--- config.mk ---
export PLATFORM = sky130hd
export DESIGN_NAME = bus_arbiter
export DESIGN_NICKNAME = d
export VERILOG_FILES = /design/src/rtl/bus_pkg.sv /design/src/rtl/bus_rr_pick.sv /design/src/rtl/bus_arbiter.sv
export SDC_FILE = /design/constraint.sdc
export NUM_CORES = 1
export LEC_CHECK = 0
export ABC_AREA = 1
export CAP_MARGIN = 20
export CORE_MARGIN = 2
export CORE_UTILIZATION = 45
export DETAILED_ROUTE_END_ITERATION = 10
export GPL_TIMING_DRIVEN = 0
export PLACE_DENSITY_LB_ADDON = 0.08
export SETUP_SLACK_MARGIN = 0.1
export SYNTH_ARGS = -nofsm -noshare
export SYNTH_HDL_FRONTEND = slang
export SYNTH_SLANG_ARGS = --single-unit
--- constraint.sdc ---
create_clock -name clk -period 2.25 [get_ports clk]
set_input_delay 0.675 -clock clk [delete_from_list [all_inputs] [get_ports clk]]
set_output_delay 0.675 -clock clk [all_outputs]
set_load 0.01 [all_outputs]
--- src/rtl/bus_pkg.sv ---
// Shared widths, FSM encoding and timeout fill value for the two-master bus arbiter.
package bus_pkg;

    localparam int ADDR_W = 16;
    localparam int DATA_W = 32;

    localparam logic [DATA_W-1:0] TIMEOUT_DATA = 32'hDEAD_BEEF;

    typedef enum logic [1:0] {
        ST_IDLE  = 2'd0,
        ST_ISSUE = 2'd1,
        ST_WAIT  = 2'd2,
        ST_RESP  = 2'd3
    } state_e;

endpackage

--- src/rtl/bus_rr_pick.sv ---
// Two-way round-robin choice: a sole requester wins, a tie goes to the master not granted last.
// Purely combinational; the caller decides whether any request is present.
module bus_rr_pick (
    input  logic [1:0] req,
    input  logic       last_grant,
    output logic       grant
);

    always_comb begin
        grant = 1'b0;
        case (req)
            2'b10:   grant = 1'b1;
            2'b11:   grant = ~last_grant;
            default: grant = 1'b0;
        endcase
    end

endmodule

--- src/rtl/bus_arbiter.sv ---
// Two-master to one-slave bus arbiter: IDLE -> ISSUE -> (WAIT) -> RESP, one transaction at a time.
// Optional read-wait timeout enabled by defining BUS_ARB_TIMEOUT_EN.
module bus_arbiter
    import bus_pkg::*;
#(
    parameter int TIMEOUT_CYCLES = 16
) (
    input  logic              clk,
    input  logic              rst,
    input  logic [ADDR_W-1:0] m0_addr,
    input  logic              m0_rd_en,
    input  logic              m0_wr_en,
    input  logic [DATA_W-1:0] m0_wr_data,
    output logic [DATA_W-1:0] m0_rd_data,
    output logic              m0_done,
    output logic              m0_err,
    input  logic [ADDR_W-1:0] m1_addr,
    input  logic              m1_rd_en,
    input  logic              m1_wr_en,
    input  logic [DATA_W-1:0] m1_wr_data,
    output logic [DATA_W-1:0] m1_rd_data,
    output logic              m1_done,
    output logic              m1_err,
    output logic [ADDR_W-1:0] s_addr,
    output logic              s_rd_en,
    output logic              s_wr_en,
    output logic [DATA_W-1:0] s_wr_data,
    input  logic [DATA_W-1:0] s_rd_data,
    input  logic              s_rd_valid
);

    state_e            state_q, state_d;
    logic              last_grant_q, last_grant_d;
    logic              op_wr_q, op_wr_d;
    logic [ADDR_W-1:0] s_addr_q, s_addr_d;
    logic [DATA_W-1:0] s_wr_data_q, s_wr_data_d;
    logic              s_rd_en_q, s_rd_en_d;
    logic              s_wr_en_q, s_wr_en_d;
    logic              m0_done_q, m0_done_d, m1_done_q, m1_done_d;
    logic [DATA_W-1:0] m0_rd_data_q, m0_rd_data_d, m1_rd_data_q, m1_rd_data_d;

    logic [1:0] req;
    logic       pick;
    logic       fin_done;
    logic       fin_err;
    logic       fin_load;
    logic [DATA_W-1:0] fin_data;

    assign req = {m1_rd_en | m1_wr_en, m0_rd_en | m0_wr_en};

    bus_rr_pick u_pick (
        .req        (req),
        .last_grant (last_grant_q),
        .grant      (pick)
    );

`ifdef BUS_ARB_TIMEOUT_EN
    localparam logic [7:0] TO_LAST = 8'(TIMEOUT_CYCLES - 1);
    logic [7:0] cnt_q, cnt_d;
    logic       m0_err_q, m0_err_d, m1_err_q, m1_err_d;
`endif

    always_comb begin
        state_d      = state_q;
        last_grant_d = last_grant_q;
        op_wr_d      = op_wr_q;
        s_addr_d     = s_addr_q;
        s_wr_data_d  = s_wr_data_q;
        s_rd_en_d    = 1'b0;
        s_wr_en_d    = 1'b0;
        fin_done     = 1'b0;
        fin_err      = 1'b0;
        fin_load     = 1'b0;
        fin_data     = s_rd_data;
`ifdef BUS_ARB_TIMEOUT_EN
        cnt_d        = cnt_q;
`endif
        case (state_q)
            ST_IDLE: begin
                if (|req) begin
                    // A write wins over a read when a master raises both.
                    last_grant_d = pick;
                    op_wr_d      = pick ? m1_wr_en : m0_wr_en;
                    s_addr_d     = pick ? m1_addr : m0_addr;
                    s_wr_data_d  = pick ? m1_wr_data : m0_wr_data;
                    s_wr_en_d    = op_wr_d;
                    s_rd_en_d    = ~op_wr_d;
                    state_d      = ST_ISSUE;
                end
            end
            ST_ISSUE: begin
                if (op_wr_q) begin
                    fin_done = 1'b1;
                    state_d  = ST_RESP;
                end else begin
`ifdef BUS_ARB_TIMEOUT_EN
                    cnt_d   = 8'd0;
`endif
                    state_d = ST_WAIT;
                end
            end
            ST_WAIT: begin
                if (s_rd_valid) begin
                    fin_done = 1'b1;
                    fin_load = 1'b1;
                    state_d  = ST_RESP;
                end
`ifdef BUS_ARB_TIMEOUT_EN
                else if (cnt_q == TO_LAST) begin
                    fin_err  = 1'b1;
                    fin_load = 1'b1;
                    fin_data = TIMEOUT_DATA;
                    state_d  = ST_RESP;
                end else begin
                    cnt_d = cnt_q + 8'd1;
                end
`endif
            end
            default: state_d = ST_IDLE;
        endcase
    end

    // Completion side effects all target the master recorded in last_grant_q.
    assign m0_done_d    = fin_done & ~last_grant_q;
    assign m1_done_d    = fin_done &  last_grant_q;
    assign m0_rd_data_d = (fin_load && !last_grant_q) ? fin_data : m0_rd_data_q;
    assign m1_rd_data_d = (fin_load &&  last_grant_q) ? fin_data : m1_rd_data_q;

    always_ff @(posedge clk) begin
        if (rst) begin
            state_q      <= ST_IDLE;
            last_grant_q <= 1'b1;
            op_wr_q      <= 1'b0;
            s_addr_q     <= '0;
            s_wr_data_q  <= '0;
            s_rd_en_q    <= 1'b0;
            s_wr_en_q    <= 1'b0;
            m0_done_q    <= 1'b0;
            m1_done_q    <= 1'b0;
            m0_rd_data_q <= '0;
            m1_rd_data_q <= '0;
        end else begin
            state_q      <= state_d;
            last_grant_q <= last_grant_d;
            op_wr_q      <= op_wr_d;
            s_addr_q     <= s_addr_d;
            s_wr_data_q  <= s_wr_data_d;
            s_rd_en_q    <= s_rd_en_d;
            s_wr_en_q    <= s_wr_en_d;
            m0_done_q    <= m0_done_d;
            m1_done_q    <= m1_done_d;
            m0_rd_data_q <= m0_rd_data_d;
            m1_rd_data_q <= m1_rd_data_d;
        end
    end

`ifdef BUS_ARB_TIMEOUT_EN
    assign m0_err_d = fin_err & ~last_grant_q;
    assign m1_err_d = fin_err &  last_grant_q;

    always_ff @(posedge clk) begin
        if (rst) begin
            cnt_q    <= 8'd0;
            m0_err_q <= 1'b0;
            m1_err_q <= 1'b0;
        end else begin
            cnt_q    <= cnt_d;
            m0_err_q <= m0_err_d;
            m1_err_q <= m1_err_d;
        end
    end

    assign m0_err = m0_err_q;
    assign m1_err = m1_err_q;
`else
    assign m0_err = fin_err;
    assign m1_err = fin_err;
`endif

    assign s_addr     = s_addr_q;
    assign s_wr_data  = s_wr_data_q;
    assign s_rd_en    = s_rd_en_q;
    assign s_wr_en    = s_wr_en_q;
    assign m0_done    = m0_done_q;
    assign m1_done    = m1_done_q;
    assign m0_rd_data = m0_rd_data_q;
    assign m1_rd_data = m1_rd_data_q;

endmodule

# Word level (Yosys, flattened, before mapping)
# Cells that the tools add are included.
dict set report classes {
  eq_ne 6
  muxes 12
  bitwise_logic 8
  n_reduce_logical 8
}
# operator n
set op_table {}
lappend op_table {{32-bit 2-to-1 mux} 1}
lappend op_table {{16-bit 2-to-1 mux} 1}
lappend op_table {{2-bit == test, second input constant} 3}
lappend op_table {{2-bit one-hot mux with 3 select lines} 1}
lappend op_table {{1-bit 2-to-1 mux} 5}
lappend op_table {{2-bit 2-to-1 mux} 2}
lappend op_table {{2-bit != test, second input constant} 2}
lappend op_table {{1-bit inverter} 4}
lappend op_table {{1-bit one-hot mux with 2 select lines} 2}
lappend op_table {{2-bit AND reduction} 2}
lappend op_table {{3-bit OR reduction} 1}
lappend op_table {{1-bit AND} 2}
lappend op_table {{2-bit by 1-bit == test with 1-bit output, second input constant} 1}
lappend op_table {{1-bit logical AND} 2}
lappend op_table {{2-bit zero test} 1}
lappend op_table {{1-bit bitwise OR} 2}
lappend op_table {{2-bit OR reduction} 1}
lappend op_table {{1-bit zero test} 1}
dict set report word_totals {
  register_bits 120
  inputBits 135
  output_inout_bits 118
  elab_cells 45
}

# Longest topological paths before layout
dict set report depth {
  ltp_word 5
  ltp_mapped 9
  mapped_depth_nobuf 7
}

# By module
# From an unflattened synthesis, not the netlist that was laid out.
dict set report unflattened {
  hier_cells 713
  hier_area_um2 5118.7
}
# mod instances cells_per_inst area_each_um2
set by_module_without_submodules {}
lappend by_module_without_submodules {bus_arbiter 1 711 5106.1}
lappend by_module_without_submodules {bus_rr_pick 1 2 12.5}

# Worst setup path before layout
# No wires, ideal clock.
dict set report synth_timing {
  kind {input -> register}
  startpoint {input m0_rd_en}
  endpoint {register s_addr_q[12] (netlist: s_addr[12])}
  setup_time_ps 111
  t_arrival_ps 1453
  required_time_ps 2139
  path_slack_ps 686
  path_stages 6
  path_buffers 2
  path_cell_list {o21ai_2 > buf_4 > buf_4 > a21oi_2 > nor2_1 > nor2_1}
}
dict set report synth_between {
  elab_chain_len 4
  elab_cells_between_ends 7
  cone_classes {eq/ne (2); mux (2); bitwise (1); reduce/logical (2)}
}
# element line_no
set synth_lines {}
lappend synth_lines {{start, declared} bus_arbiter.sv:11} ;# input logic m0_rd_en,
lappend synth_lines {{1-bit bitwise OR *} bus_arbiter.sv:49} ;# assign req = {m1_rd_en | m1_wr_en, m0_rd_en | m0_wr_en};
lappend synth_lines {{2-bit == test} bus_rr_pick.sv:11} ;# case (req)
lappend synth_lines {{1-bit one-hot mux with 2 select lines} bus_rr_pick.sv:11}
lappend synth_lines {{16-bit 2-to-1 mux} bus_arbiter.sv:84} ;# s_addr_d = pick ? m1_addr : m0_addr;
lappend synth_lines {{end signal, assigned} bus_arbiter.sv:146} ;# s_addr_q <= s_addr_d;
lappend synth_lines {{end, declared} bus_arbiter.sv:35} ;# logic [ADDR_W-1:0] s_addr_q, s_addr_d;
# Mark *: on every way between the ends. The rest lies on a longest branch, timed or not.
# A chain may end at the register's enable or synchronous reset.

# Worst setup path in the final report
dict set report layout_timing {
  startpoint {register s_wr_data_q[4] (netlist: s_wr_data[4])}
  endpoint {output s_wr_data[4]}
}
# element line_no
set layout_lines {}
lappend layout_lines {{start, declared} bus_arbiter.sv:36} ;# logic [DATA_W-1:0] s_wr_data_q, s_wr_data_d;
lappend layout_lines {{start signal, assigned} bus_arbiter.sv:147} ;# s_wr_data_q <= s_wr_data_d;
lappend layout_lines {{end, declared} bus_arbiter.sv:27} ;# output logic [DATA_W-1:0] s_wr_data,
# No word-level cell between the ends.

==> reports/metrics.cfg <==
[outcome]
status=finished, final reports clean

[hold_path]
min_path_type=register to register
hold_start=m1_rd_data[1]

[die]
die_x_um=116
core-area_sq_um=12100
die_y_um=116
start_util_pct=46.4
ios=253
rows=40
die_area_sq_um=13300

[setup_path]
crit_family=buffers and inverters
cp_num_buf_inv=1
crit_chain=clkdlybuf4s50_1
critPathLaunchType=register
setup.worst_path.class=register to primary output
cp_slowest_cell=clkdlybuf4s50_1
regToRegStartpoint=state_q[0]
end_kind=primary output
critPathRequiredTime_ns=1.57
crit_start=s_wr_data[4]
arrival_ns=1.33
cp_max_fo=2
max_stage_delay_ns=0.59

[placement]
placed_area_sq_um=8300
port_buffers=249
gp_congestion=0.830
post-dp-hpwl_um=12600
dp_slack_ns=-0.123

[layout]
diodes=0
multi_input_area_sq_um=2500
final_core_util_pct=73.6
layout_commonest_cell=clkdlybuf4s50_1
drive_above_1_share_pct=7.21
fillCellCount=1015
final_cell_mix=clkdlybuf4s50_1, nand2_1, nor2_1
syn_to_final_growth_pct=58.6
design_area_sq_um=8880
nets=1264
regArea_sq_um=2400

[sta]
setup_slack_ns=0.249
fmax_ghz=0.500
finalClockSkew_ns=0.00588
finalCriticalPeriod_ns=2.00
hold_violations=0
grt_setup_unrepaired=no
relSlewSlack_pct=63.9
drv_slew=0
post-route-period-util_pct=88.9
fin_hold_ws_ns=0.457
setup_viol=0
worst_slew_pin_slew_ns=0.542

[clocking]
cts.path.max_buffers=2
h-tree-depth=4
cts_hold_buf=0
cts_root_buf=clkbuf_16
clkSlewWorstSetupHoldPaths_ns=0.06
postCtsSetupRepairBufs=0
cts_tree=done
cts_resized=0
clock-sinks=120
clock_latency_ns=0.41
cts_buffers=17

[grt]
grt_use_total_pct=24.8
antenna_found_initial=0
top_usage_layer=met2
gr-usage-met1_pct=28.0
grt_pass1_wl_um=26000
grt_use_met3_pct=8.21
grt_max_degree=17
overflow=0
grt_use_met2_pct=43.9
grt_pass1_vias=5369

[drt]
first_iter_violations=309
drc=0
wl_per_cell_um=12.9
viasPerCell=4.61
route.vias.total=6016
ant_nets=0
drt_pass1_iterations=5
drt_wl_total_um=16900

[job]
drv_cap=0

[logic_synthesis]
avgSynthCellArea_sq_um=6.54
synth_seq_cells=120
synth_cell_types=25
synthCells=856
synth_top_area_share_pct=42.9
ys_warn_count=0
syn_area_sq_um=5600
synth_top_area_cell=dfxtp_1
yosysSeqAreaShare_pct=42.9
synth_area_leaders=dfxtp_1, nand2_1, nor2_1

[power_and_ir_drop]
p_leak_nw=3.96
powerDensity_nw_per_um2=1120
peakVddDrop_mv=0.664
power_mw=9.95

cells in the mapped netlist:
| cell type | instances |
|---|---|
| buf_1 | 4 |
| a21oi_2 | 10 |
| inv_2 | 2 |
| nor2_1 | 165 |
| buf_6 | 2 |
| nand2_4 | 1 |
| clkbuf_1 | 25 |
| nand3b_1 | 1 |
| nand2_1 | 190 |
| nand3_1 | 84 |
| o21ai_1 | 5 |
| a21boi_1 | 1 |
| dfxtp_1 | 120 |
| inv_1 | 104 |
| nor2_4 | 2 |
| buf_4 | 6 |
| nor3_1 | 1 |
| nand2_2 | 1 |
| ha_1 | 4 |
| buf_2 | 24 |
| conb_1 | 1 |
| a21oi_1 | 73 |
| o21ai_0 | 28 |
| nor2_2 | 1 |
| o21ai_2 | 1 |
where the power goes:
group	switching (mW)	total, mW	internal (mW)
combinational	2.40	4.38	1.98
clock	1.02	2.60	1.59
sequential	0.282	2.97	2.69
total	3.70	9.95	6.25
final cells by class:
cell class,instances,share of cell area [%]
clock inverters,13,1.37
well taps,168,2.37
clock buffers,19,5.10
inverters,106,4.48
flip-flops and latches,120,27.1
plain buffers,61,3.34
multi-input cells,570,28.2
repair buffers,249,28.1
routing by layer:
layer  vias up  part of all wire [%]
met5         -                     0
met3        23                   8.5
li1       3172                     -
met2       212                    49
met4         0                   2.0
met1      2609                    40
per-stage QoR:
stage,std cells,setup TNS (ns)
2_1_floorplan,857,0
3_3_place_gp,1274,-2.10
3_5_place_dp,1274,-3.44
4_1_cts,1306,0
5_1_grt,1306,0
6_report,1306,0
registers in the layout, indices dropped and copies added (netlist names), 2 cells and up:
register and count:
m1_rd_data 32, m0_rd_data 32, s_wr_data 32, state_q 2, s_addr 16
cell families after synthesis:
| family | synth area share [%] |
|---|---|
| fa+ha+maj | 0.894 |
| buf+inv | 12.4 |
| compound gates | 11.3 |
| flops | 42.9 |
| simple gates | 32.4 |
| other cells | 0.0670 |
tightest hold or removal path, stage by stage, from the launching register on:
cell	delay [ns]
dfxtp_1	0.31
nand2_1	0.06
a21oi_1	0.05
worst paths after layout:
| path | cells past startpoint | slack, ns | to |
|---|---|---|---|
| setup / recovery | 1 | 0.25 | s_wr_data[4] |
| hold / removal | 2 | 0.46 | m1_rd_data[1] |
| setup reg to reg | 8 | 0.58 | m1_rd_data[23] |
| hold reg to reg | 2 | 0.46 | m1_rd_data[1] |
(Power assumes the default switching activity.)
